<file path="config.mk">
export PLATFORM = sky130hd
export DESIGN_NAME = sha256_msg_padder
export DESIGN_NICKNAME = d
export VERILOG_FILES = /design/src/rtl/sha256_msg_padder.sv
export SDC_FILE = /design/constraint.sdc
export NUM_CORES = 1
export LEC_CHECK = 0
export CAP_MARGIN = 20
export CORE_MARGIN = 10
export CORE_UTILIZATION = 45
export DETAILED_ROUTE_END_ITERATION = 10
export PLACE_DENSITY = 0.87
export REMOVE_ABC_BUFFERS = 1
export SYNTH_ARGS = -nofsm -noshare
export SYNTH_HDL_FRONTEND = slang
export SYNTH_SLANG_ARGS = --single-unit
</file>
<file path="constraint.sdc">
create_clock -name clk -period 4.7 [get_ports clk]
set_input_delay 0.94 -clock clk [delete_from_list [all_inputs] [get_ports clk]]
set_output_delay 0.94 -clock clk [all_outputs]
set_load 0.01 [all_outputs]
</file>
<file path="src/rtl/sha256_msg_padder.sv">
// SHA-256 message padder: streams a MSG_WORDS-word message from upstream
// and appends the 0x80 marker, zero fill and 64-bit bit length. The output
// is a sequence of 32-bit schedule words, delivered with a valid/ready handshake.
module sha256_msg_padder #(
  parameter int unsigned MSG_WORDS = 20
) (
  input  logic        clk,
  input  logic        rst_n,
  input  logic        start,
  input  logic        abort,
  output logic        in_rq,
  input  logic        in_rdy,
  input  logic [31:0] in_data,
  output logic        w_valid,
  input  logic        w_ready,
  output logic [31:0] w_data,
  output logic        w_blk_last,
  output logic        w_last,
  output logic        done
);

  localparam int unsigned TOTAL = 16 * ((MSG_WORDS + 3 + 15) / 16);
  // Six bits covers every message up to 61 words; 62 and 63 pad to 80 words,
  // so the counter widens only in that case.
  localparam int unsigned CW = (TOTAL > 64) ? 7 : 6;
  localparam logic [CW-1:0] LAST_K   = CW'(TOTAL - 1);
  localparam logic [CW-1:0] MSG_K    = CW'(MSG_WORDS);
  localparam logic [31:0]   LEN_WORD = 32'(MSG_WORDS * 32);

  typedef enum logic [1:0] {
    IDLE,
    REQ,
    OUT
  } state_t;

  state_t          state_q, state_d;
  logic [CW-1:0]   cnt_q, cnt_d, cnt_inc;
  logic [31:0]     word_q, word_d;
  logic            done_q, done_d;

  // Padding word for index k, used once k is past the message words.
  function automatic logic [31:0] pad_word(input logic [CW-1:0] k);
    if (k == MSG_K) begin
      return 32'h8000_0000;
    end else if (k == LAST_K) begin
      return LEN_WORD;
    end else begin
      return '0;
    end
  endfunction

  // State, word counter, output word register and done pulse.
  always_ff @(posedge clk or negedge rst_n) begin
    if (!rst_n) begin
      state_q <= IDLE;
      cnt_q   <= '0;
      word_q  <= '0;
      done_q  <= 1'b0;
    end else begin
      state_q <= state_d;
      cnt_q   <= cnt_d;
      word_q  <= word_d;
      done_q  <= done_d;
    end
  end

  // Next-state logic; abort overrides start and both handshakes.
  always_comb begin
    state_d = state_q;
    cnt_d   = cnt_q;
    word_d  = word_q;
    done_d  = 1'b0;
    cnt_inc = cnt_q + CW'(1);
    if (abort) begin
      state_d = IDLE;
    end else begin
      case (state_q)
        IDLE: begin
          if (start) begin
            cnt_d   = '0;
            state_d = REQ;
          end
        end
        REQ: begin
          if (in_rdy) begin
            word_d  = in_data;
            state_d = OUT;
          end
        end
        OUT: begin
          if (w_ready) begin
            cnt_d = cnt_inc;
            if (cnt_q == LAST_K) begin
              state_d = IDLE;
              done_d  = 1'b1;
            end else if (cnt_inc < MSG_K) begin
              state_d = REQ;
            end else begin
              // Padding needs no upstream data: load it on the same edge
              // so padding words stream one per cycle.
              word_d = pad_word(cnt_inc);
            end
          end
        end
        default: state_d = IDLE;
      endcase
    end
  end

  // Outputs decoded from the registered state.
  always_comb begin
    in_rq      = (state_q == REQ);
    w_valid    = (state_q == OUT);
    w_data     = word_q;
    w_blk_last = w_valid && (cnt_q[3:0] == 4'hF);
    w_last     = w_valid && (cnt_q == LAST_K);
    done       = done_q;
  end

endmodule

</file>
# Word level (Yosys, flattened, before mapping)
# Cells that the tools add are included.
# word_totals
ff_bits	41
inputBits	38
output_inout_bits	37
wordCells	51
# classes
addsub	1
order_cmp	1
n_eq_ne	15
mux	21
bitwise	1
n_reduce_logical	8
# ops
op	count
$mux 32	5
$pmux 32 s2	1
$eq 6x5->1 const B	3
$mux 2	6
$mux 6	2
$pmux 6 s2	1
$mux 10	1
$reduce_and 4->1	2
$add 6x1->6 const B	1
$lt 6x5->1 const B	1
$ne 2x2->1 const B	3
$ne 3x2->1 const B	2
$pmux 2 s3	1
$reduce_and 6->1	1
$eq 4x4->1 const B	1
$mux 1	4
$ne 2x1->1 const B	2
$ne 4x2->1 const B	1
$reduce_bool 2->1	2
$ne 3x3->1 const B	1
$eq 2x1->1 const B	1
$eq 2x2->1 const B	1
$logic_and 1x1->1	2
$logic_not 2->1	1
$not 1->1	1

# Logic depth before layout (Yosys ltp)
# depth
word_depth	8
ltp_mapped	8
depth_no_buf	7

# Worst setup path before layout
# Ideal clock, no wire load.
# synth_path
path_type	reg-to-output
startpoint	register cnt_q[1]
endpoint	output port w_last
t_arrival_ps	1427
t_required_ps	3760
setup_slack_ps	2333
path_stages_with_launch	5
path_buffers	0
cell_sequence	dfrtp_1 > ha_1 > nand3_2 > or3b_4 > nor2_1
# synth_between
elab_chain_cells	2
# synth_lines
item	line_no	source
start: declaration	37	logic [CW-1:0] cnt_q, cnt_d, cnt_inc;
start signal: assignment	61	cnt_q <= cnt_d;
$eq 6x5->1	116	w_last = w_valid && (cnt_q == LAST_K);
$logic_and 1x1->1	116	
end: declaration	18	output logic w_last,
# Every way passes these cells.

# Final worst setup path
# layout_path
startpoint	register cnt_q[0]
endpoint	output port w_last
# The elaborated chain is that of the path after synthesis.

==> impl_metrics.tcl <==
set metrics [dict create \
    status "finished clean" \
    hold_buffers 0 \
    final_max_slew_viol_count 0 \
    finalWirelength_mm 4.995 \
    detail_route.wl_per_cell_um 17.65 \
    finalInstanceArea_um2 2740 \
    cts-root-buf "clkbuf_8" \
    intPower_uw 1060 \
    cts_tree "done" \
    use_met1_pct 17.99 \
    ant_nets 0 \
    grt_start_max_net_pins 42 \
    placementRows 23 \
    async_flop_share_pct 100.0 \
    fin_nets 273 \
    arrival_ns 2.37 \
    first_global_vias 1561 \
    p_sw_share_pct 30.87 \
    htree_levels 2 \
    ctsResizeCount 0 \
    drt_iter0_markers 95 \
    met2_usage_pct 21.76 \
    hold_violations 0 \
    path_class "reg -> out" \
    maxSlewHeadroom_pct 40.31 \
    ys.flop_type "dfrtp_1" \
    required_ns 3.76 \
    post-synth-top-count-cell "dfrtp_1" \
    fin_worst_skew_ns 0.003480 \
    postPlaceCellArea_um2 2596 \
    cts_buffers 5 \
    core_um2 4029 \
    maxCapViolCount 0 \
    worst_pin_slew_ns 0.8953 \
    synth_area_leaders "dfrtp_1 (55%), a22o_1 (14%), o21ai_0 (2.4%), ha_1 (2.0%), nand2_1 (2.0%)" \
    synth.distinct_cells 45 \
    comb_power_share_pct 42.5 \
    setup_tns_ns 0 \
    clock.fmax_mhz 302.2 \
    cp_max_fo 10 \
    power_leakage_uw 0.001223 \
    ir_worst_vdd_mv 0.2887 \
    fill_cells 323 \
    post-synth-top-area-cell "dfrtp_1" \
    yosysTopAreaCellShare_pct 54.56 \
    setup_viol 0 \
    grt_pass1_wl_mm 8.369 \
    grt-ovfl-total 0 \
    busiest_layer "met2" \
    hold_class "reg -> reg" \
    pwr-share-clk_pct 19.1 \
    grtUsageMet3_pct 4.928 \
    viasPerCell 5.307 \
    die_y_um 84.65 \
    dieArea_um2 7165 \
    post_cts_buffers 0 \
    die_x_um 84.65 \
    grt_usage_pct 14.31 \
    drive_above_1_share_pct 8.584 \
    cts_num_sinks 41 \
    clock_latency_ns 0.29 \
    synth_edf_count 0 \
    max-clock-path-buffers 2 \
    antenna_found_initial 0 \
    first_pass_iters 6 \
    ys_ff_latch 41 \
    synth_area_um2 1881 \
    p_switching_uw 473.4 \
    avgSynthCellArea_um2 11.68 \
    io_buffer_count 74 \
    syn_inst 161 \
    pwr-share-seq_pct 38.4 \
    antenna_cells 0 \
    start_util_pct 46.68 \
    area_growth_pct 45.71 \
    post-route-period-util_pct 70.40 \
    post-route-min-period_ns 3.309 \
    num_vias 1502 \
    drc 0 \
    powerDensity_nw_per_um2 559.7 \
    gp_congestion 0.7899 \
    yosys-top-cells-count "dfrtp_1 (41), a22o_1 (29), nand2_1 (10), o21ai_0 (9), nor2_1 (6)" \
    grt_setup_unrepaired "no" \
    crit_path_start_kind "flop" \
    path_clk_slew_ns 0.08 \
    yosysSeqAreaShare_pct 54.56 \
    place_hpwl_mm 3.684 \
    num_io_pins 75 \
    yosysWarnings 0 \
    cp-end-kind "output pin" \
]
metrics by stage:
stage	power (µW)	std cells	util [%]	hold WS (ns)	setup WS, ns
after floorplan	852.8	149	-	0.4862	1.940
after global placement	1221	274	64.44	0.4813	1.369
after detailed placement	1244	274	64.44	0.4821	1.293
after CTS	1542	282	67.33	0.5054	1.378
after global routing	1626	283	68.01	0.5092	1.234
final	1534	283	68.01	0.4992	1.391
layer usage:
metal	up-vias	wire length, µm
met5	-	0
met4	0	111
met3	10	361
met2	57	2307
met1	704	2215
li1	731	-
cells in the final DEF (no fill, tap or decap), drive strengths merged, types with 2 or more instances in the layout:
cell	synthesis	routed
o211ai	2	2
nor2b	2	2
a22o	29	29
nand2	11	11
o31ai	5	5
xor2	3	3
o21ai	9	9
dfrtp	41	41
nor3	2	2
buf	8	3
ha	3	3
and2	2	2
mux2	3	3
inv	4	4
and3	2	2
clkdlybuf4s50	0	73
clkbuf	4	7
nand2b	2	2
nor2	6	6
nand3	5	5
o22ai	3	3
logic make-up (layout without fill, tap and decap cells):
family | count (synthesis) | after routing | share of synthesized area (%)
AO/OA/AOI/OAI | 54 | 54 | 22.22
multiplexers | 3 | 3 | 1.996
flip-flops | 41 | 41 | 54.56
adder cells (fa/ha/maj) | 3 | 3 | 1.996
AND/OR/NAND/NOR | 40 | 40 | 11.98
buffers and inverters | 17 | 89 | 5.854
XOR/XNOR | 3 | 3 | 1.397
worst paths after layout:
check,startpoint,endpoint,slack (ns),cells after the start
hold reg to reg,w_data[12],w_data[12],0.50,1
max in group asynchronous,rst_n,state_q[0],3.37,1
setup / recovery,cnt_q[0],w_last,1.39,5
hold / removal,w_data[12],w_data[12],0.50,1
min in group asynchronous,rst_n,w_data[14],0.77,1
setup reg to reg,cnt_q[0],w_data[7],2.23,7
critical path, cell delays in order (launching register included):
cell and delay (ns):
dfrtp_1 0.51, ha_1 0.34, nand3_2 0.15, or3b_4 0.43, nor2_1 0.10, clkdlybuf4s50_1 0.55
flip-flops by register name, indices dropped and copies added (netlist names):
name     flops
state_q      2
done         1
w_data      32
cnt_q        6
power by group through the flow:
stage                     combinational [µW]  clock (µW)  sequential (µW)
after CTS                                656         296              589
after floorplan                          209           0              644
final                                    652         293              589
after global routing                     702         315              609
after detailed placement                 650           0              593
after global placement                   630           0              591
layout make-up:
cell class | count | area [µm²] | area share, %
sequential | 41 | 1026 | 37.44
clock buffer | 7 | 86.33 | 3.151
clock inverter | 1 | 30.03 | 1.096
timing repair buffer | 76 | 770.7 | 28.13
multi-input combinational | 103 | 744.5 | 27.17
tap | 50 | 62.56 | 2.283
inverter | 5 | 20.02 | 0.7306
No activity file was read; power rests on OpenSTA's default activity.
